### src/rtl/seq_divider_if.sv
// Start/done handshake and operand/result bundle for the sequential divider.
interface seq_divider_if #(parameter int WIDTH = 4) ();
  logic             start;
  logic [WIDTH-1:0] dividend;
  logic [WIDTH-1:0] divisor;
  logic             busy;
  logic             done;
  logic [WIDTH-1:0] quotient;
  logic [WIDTH-1:0] remainder;
  logic             div_by_zero;

  modport master (
    output start, dividend, divisor,
    input  busy, done, quotient, remainder, div_by_zero
  );

  modport slave (
    input  start, dividend, divisor,
    output busy, done, quotient, remainder, div_by_zero
  );
endinterface

### src/rtl/seq_divider.sv
// Restoring shift-subtract divider producing one quotient bit per clock.
// Define DIV_SIGNED_EN to treat operands as two's complement (sign fix-up around an unsigned core).
module seq_divider #(parameter int WIDTH = 4) (
  input  logic clk,
  input  logic rst,
  seq_divider_if.slave io
);
  localparam int CW = $clog2(WIDTH + 1);

  typedef enum logic {IDLE, CALC} state_t;

  state_t           r_state, w_state;
  logic [CW-1:0]    r_count, w_count;
  logic [WIDTH-1:0] r_rem, w_rem;
  logic [WIDTH-1:0] r_q, w_q;
  logic [WIDTH-1:0] r_d, w_d;
  logic [WIDTH-1:0] r_quotient, w_quotient;
  logic [WIDTH-1:0] r_remainder, w_remainder;
  logic             r_dbz, w_dbz;
  logic             r_done, w_done;

  logic [WIDTH:0]   w_shift;
  logic [WIDTH-1:0] w_diff;
  logic             w_ge;
  logic [WIDTH-1:0] w_qIter, w_remIter;
  logic [WIDTH-1:0] w_dividendMag, w_divisorMag;
  logic [WIDTH-1:0] w_qFinal, w_remFinal;
  logic             w_accept;

  assign w_accept = (r_state == IDLE) && io.start && (io.divisor != '0);

  // The extra top bit of the shifted remainder keeps the compare from wrapping.
  assign w_shift   = {r_rem, r_q[WIDTH-1]};
  assign w_ge      = (w_shift >= {1'b0, r_d});
  assign w_diff    = w_shift[WIDTH-1:0] - r_d;
  assign w_remIter = w_ge ? w_diff : w_shift[WIDTH-1:0];
  assign w_qIter   = {r_q[WIDTH-2:0], w_ge};

`ifdef DIV_SIGNED_EN
  logic r_negQ, r_negR;

  always_ff @(posedge clk) begin
    if (rst) begin
      r_negQ <= 1'b0;
      r_negR <= 1'b0;
    end else if (w_accept) begin
      r_negQ <= io.dividend[WIDTH-1] ^ io.divisor[WIDTH-1];
      r_negR <= io.dividend[WIDTH-1];
    end
  end

  // Most-negative / -1 wraps back to most-negative through the negation.
  assign w_dividendMag = io.dividend[WIDTH-1] ? -io.dividend : io.dividend;
  assign w_divisorMag  = io.divisor[WIDTH-1]  ? -io.divisor  : io.divisor;
  assign w_qFinal      = r_negQ ? -w_qIter   : w_qIter;
  assign w_remFinal    = r_negR ? -w_remIter : w_remIter;
`else
  assign w_dividendMag = io.dividend;
  assign w_divisorMag  = io.divisor;
  assign w_qFinal      = w_qIter;
  assign w_remFinal    = w_remIter;
`endif

  always_ff @(posedge clk) begin
    if (rst) begin
      r_state     <= IDLE;
      r_count     <= '0;
      r_rem       <= '0;
      r_q         <= '0;
      r_d         <= '0;
      r_quotient  <= '0;
      r_remainder <= '0;
      r_dbz       <= 1'b0;
      r_done      <= 1'b0;
    end else begin
      r_state     <= w_state;
      r_count     <= w_count;
      r_rem       <= w_rem;
      r_q         <= w_q;
      r_d         <= w_d;
      r_quotient  <= w_quotient;
      r_remainder <= w_remainder;
      r_dbz       <= w_dbz;
      r_done      <= w_done;
    end
  end

  always_comb begin
    w_state     = r_state;
    w_count     = r_count;
    w_rem       = r_rem;
    w_q         = r_q;
    w_d         = r_d;
    w_quotient  = r_quotient;
    w_remainder = r_remainder;
    w_dbz       = r_dbz;
    w_done      = 1'b0;
    case (r_state)
      IDLE: begin
        if (io.start) begin
          if (io.divisor == '0) begin
            w_quotient  = '1;
            w_remainder = io.dividend;
            w_dbz       = 1'b1;
            w_done      = 1'b1;
          end else begin
            w_state = CALC;
            w_rem   = '0;
            w_q     = w_dividendMag;
            w_d     = w_divisorMag;
            w_count = CW'(WIDTH);
          end
        end
      end
      CALC: begin
        w_rem   = w_remIter;
        w_q     = w_qIter;
        w_count = r_count - CW'(1);
        if (r_count == CW'(1)) begin
          w_state     = IDLE;
          w_quotient  = w_qFinal;
          w_remainder = w_remFinal;
          w_dbz       = 1'b0;
          w_done      = 1'b1;
        end
      end
      default: w_state = IDLE;
    endcase
  end

  assign io.busy        = (r_state == CALC);
  assign io.done        = r_done;
  assign io.quotient    = r_quotient;
  assign io.remainder   = r_remainder;
  assign io.div_by_zero = r_dbz;
endmodule

### src/flat_wrapper.sv
// flat-port wrapper written by rule: the top's interface ports become plain ports
module seq_divider_flat 
#(parameter int WIDTH = 4)
  (clk, rst, io_start, io_dividend, io_divisor, io_busy, io_done, io_quotient, io_remainder, io_div_by_zero);
  seq_divider_if #(.WIDTH(WIDTH)) io_i ();
  input  logic clk;
  input  logic rst;
  input wire logic [$bits(io_i.start)-1:0] io_start;
  input wire logic [$bits(io_i.dividend)-1:0] io_dividend;
  input wire logic [$bits(io_i.divisor)-1:0] io_divisor;
  output wire logic [$bits(io_i.busy)-1:0] io_busy;
  output wire logic [$bits(io_i.done)-1:0] io_done;
  output wire logic [$bits(io_i.quotient)-1:0] io_quotient;
  output wire logic [$bits(io_i.remainder)-1:0] io_remainder;
  output wire logic [$bits(io_i.div_by_zero)-1:0] io_div_by_zero;
  assign io_i.start = io_start;
  assign io_i.dividend = io_dividend;
  assign io_i.divisor = io_divisor;
  assign io_busy = io_i.busy;
  assign io_done = io_i.done;
  assign io_quotient = io_i.quotient;
  assign io_remainder = io_i.remainder;
  assign io_div_by_zero = io_i.div_by_zero;
  seq_divider #(.WIDTH(WIDTH)) u_core (.clk(clk), .rst(rst), .io(io_i));
endmodule
### config.mk
export PLATFORM = sky130hd
export DESIGN_NAME = seq_divider_flat
export DESIGN_NICKNAME = d
export VERILOG_FILES = /design/src/rtl/seq_divider_if.sv /design/src/rtl/seq_divider.sv /design/src/flat_wrapper.sv
export SDC_FILE = /design/constraint.sdc
export NUM_CORES = 1
export LEC_CHECK = 0
export CAP_MARGIN = 20
export CORE_MARGIN = 1.5
export CORE_UTILIZATION = 41
export CTS_CLUSTER_DIAMETER = 80
export CTS_CLUSTER_SIZE = 8
export DETAILED_ROUTE_END_ITERATION = 7
export DONT_BUFFER_PORTS = 1
export GPL_TIMING_DRIVEN = 0
export PLACE_DENSITY = 0.65
export SLEW_MARGIN = 20
export SYNTH_ARGS = -nofsm -noshare
export SYNTH_HDL_FRONTEND = slang
export SYNTH_SLANG_ARGS = --single-unit
### constraint.sdc
create_clock -name clk -period 2.7 [get_ports clk]
set_clock_uncertainty 0.15 [all_clocks]
set_input_delay 0.54 -clock clk [delete_from_list [all_inputs] [get_ports clk]]
set_output_delay 0.54 -clock clk [all_outputs]
set_load 0.03 [all_outputs]
==> impl_metrics.toml <==
[synthesis]
synthArstFlopShare = 0
yosysWarnings = 0
synthFlopType = "dfxtp_1"
ys_top_cells_by_area = "dfxtp_1 (40%), ha_1 (5.8%), a21oi_1 (5.0%), nor2_1 (4.6%), inv_1 (3.5%)"
synth_cell_types = 43
yosysTopAreaCellShare = 0.403
syn-num-nets = 165
syn_area_per_cell_sq_um = 8.79
seq_area_frac_synth = 0.403
syn_inst = 147
synth_edf_count = 0
synth-seq-cells = 26
synth_area_sq_mm = 0.00129
synth_top_cell_by_area = "dfxtp_1"

[detailed_routing]
dr.pass1.iters = 4
wl_microns = 2740
drt_first_iter_violations = 48
drt-wirelength-per-cell_microns = 14.1
vias = 1017
drc_errors = 0
ant_nets = 0
avgViaCountPerCell = 5.22

[outcome]
status = "completed"

[timing]
fmax_mhz = 446
timing.hold.ws_ns = 0.202
fin_tns_setup_ns = 0
fin_crit_sh = 0.830
relSlewSlack = 0.681
maxSlewViolCount = 0
tightest_slew_ns = 0.478
min_period_ns = 2.24
rsz0062_at_grt = "no"
setup_viol = 0
hold_viol = 0

[power_and_ir_drop]
p_per_area_mw_per_mm2 = 649
seqPwrFrac = 0.496
clockPowerShare = 0.293
p_sw_frac = 0.290
internal-power_uw = 645
p_sw_uw = 264
ir_drop_mv = 0.389
power.leakage_uw = 0.000555
pwr-share-comb = 0.211

[place]
gp_congestion = 0.829
dpl.hpwl_microns = 2090
port_buffers = 0

[worst_setup_path]
endpoint = "u_core.io.remainder[3]$_SDFFE_PP0P_"
worstSetupStartpoint = "u_core.r_d[2]$_SDFFE_PP0P_"
regToRegEndpoint = "u_core.io.remainder[3]$_SDFFE_PP0P_"
worstSetupPathType = "flip-flop to flip-flop"
path_cells = "inv_1, ha_1, o21ai_0, nand2_1, and2_1, buf_2, o221a_2, a2111oi_2"
rr_startpoint = "u_core.r_d[2]$_SDFFE_PP0P_"
r2r_slack_ns = 0.46
crit_fanout = 6
crit_buf_inv = 2
crit_slowest_cell = "ha_1"
crit_family = "compound AO/OA/AOI/OAI gates"
endpoint_kind = "flip-flop"
cp-start-kind = "flip-flop"
arrival_ns = 2.32
slowest_delay_ns = 0.36
worstPathRequired_ns = 2.78
critical_path_depth = 8
ff2ff_path_depth = 8

[layout]
finalNetCount = 170
antennaDiodeCount = 0
final_common_cell = "dfxtp_1"
most-common-layout-cells = "dfxtp_1 (26), nor2_1 (16), a21oi_1 (13)"
regArea_sq_um = 520
fillers = 320
drive_gt1_frac = 0.132
multiInputGateArea_sq_um = 679
syn_to_final_growth_pct = 8.33

[clock_network]
tritoncts = "built"
post_cts_buffers = 0
htree_levels = 1
cts_hold_repair.buffers = 0
clk_path_buf_depth = 2
cts_root_buf = "clkbuf_4"
cts_sinks = 26
clk_latency_ns = 0.32
cts_buffers = 3
clkTransAtPathRegs_ns = 0.14
cts_resized = 0

[die]
initial_core_util = 0.427
die_width_microns = 59.1
rows = 20
io_pins = 22
die_area_sq_mm = 0.00350
core-area_sq_mm = 0.00303
fp.dieH_microns = 59.1

[job]
cap_viol_max_count = 0

[global_route]
grt_max_degree = 16
antenna_found_initial = 0
grt_overflow = 0
grt_pass1_vias = 1013
grt_pass1_wl_microns = 4530
grtUsageTotal = 0.169

[min_path]
hold_path_class = "input pin to flip-flop"
==> power by group through the flow <==
stage	logic, uW	registers, uW	clock network [uW]
finish	192	451	267
global route	217	454	290
CTS	192	451	276
global placement	184	458	0
floorplan	156	454	0
detailed placement	190	459	0
==> worst min path at each step <==
stage                                    start                          to  slack, ns  depth (start not counted)
floorplan           u_core.r_q[3]$_SDFFE_PP0P_  u_core.r_q[3]$_SDFFE_PP0P_       0.30                          2
global placement    u_core.r_q[3]$_SDFFE_PP0P_  u_core.r_q[3]$_SDFFE_PP0P_       0.32                          2
detailed placement  u_core.r_q[3]$_SDFFE_PP0P_  u_core.r_q[3]$_SDFFE_PP0P_       0.33                          2
CTS                              io_divisor[2]  u_core.r_d[2]$_SDFFE_PP0P_       0.19                          2
global route                     io_divisor[1]  u_core.r_d[1]$_SDFFE_PP0P_       0.19                          2
finish                           io_divisor[2]  u_core.r_d[2]$_SDFFE_PP0P_       0.20                          2
==> logic make-up after synthesis <==
| logic type | after synthesis | share of synthesized area |
|---|---|---|
| compound gates | 37 | 0.204 |
| xor+xnor | 3 | 0.0203 |
| fa+ha+maj | 7 | 0.0736 |
| buf+inv | 21 | 0.0716 |
| flops | 26 | 0.403 |
| mux | 2 | 0.0155 |
| simple gates | 51 | 0.212 |
==> flip-flops by register name, indices dropped and copies added, names as in the netlist <==
register,cells
u_core.r_q,4
u_core.r_rem,4
u_core.io.div_by_zero,1
u_core.r_d,4
u_core.io.busy,1
u_core.io.remainder,4
u_core.io.done,1
u_core.io.quotient,4
u_core.r_count,3
==> cell usage after synthesis (2+ instances only) <==
| cell | number |
|---|---|
| clkbuf_1 | 5 |
| o21ai_0 | 4 |
| nand3_1 | 3 |
| nor2_1 | 16 |
| a21oi_1 | 13 |
| buf_2 | 2 |
| ha_1 | 6 |
| o211ai_1 | 2 |
| dfxtp_1 | 26 |
| xor2_1 | 2 |
| a22oi_1 | 2 |
| nand2b_1 | 5 |
| nor3_1 | 4 |
| nor2b_1 | 3 |
| o22a_1 | 2 |
| nand2_1 | 9 |
| mux2i_1 | 2 |
| nand3b_1 | 2 |
| inv_1 | 12 |
| o221a_2 | 2 |
| a311oi_1 | 3 |
==> worst reg2reg max path: cells and delay by family, from the launching register on <==
family / cells / cell delay (ns)
compound gates: 3 / 0.84
fa+ha+maj: 1 / 0.36
buf+inv: 2 / 0.20
flops: 1 / 0.33
simple gates: 2 / 0.27
==> cell type report <==
cell class              instances  area share
inverters                      12      0.0322
clock inverters                 1      0.0214
flip-flops and latches         26       0.372
plain buffers                   9      0.0340
multi-input cells             100       0.485
clock buffers                   3      0.0161
well taps                      44      0.0393
==> routing by layer <==
layer	vias to the layer above	share of wire	GRT usage
met2	31	0.46	0.278
met1	468	0.48	0.223
met3	2	0.062	0.0502
li1	516	-	-
met5	-	0	0
met4	0	0.0047	0.0292
==> through the flow <==
stage               utilization  cells  total power, uW  instance area (sq um)  setup WS [ns]
floorplan                     -    147              609                   1290          0.597
global placement          0.445    191              642                   1350          0.515
detailed placement        0.445    191              650                   1350          0.470
CTS                       0.462    195              919                   1400          0.439
global route              0.462    195              961                   1400          0.278
finish                    0.462    195              909                   1400          0.459
Power figures use the tool's default switching activity.
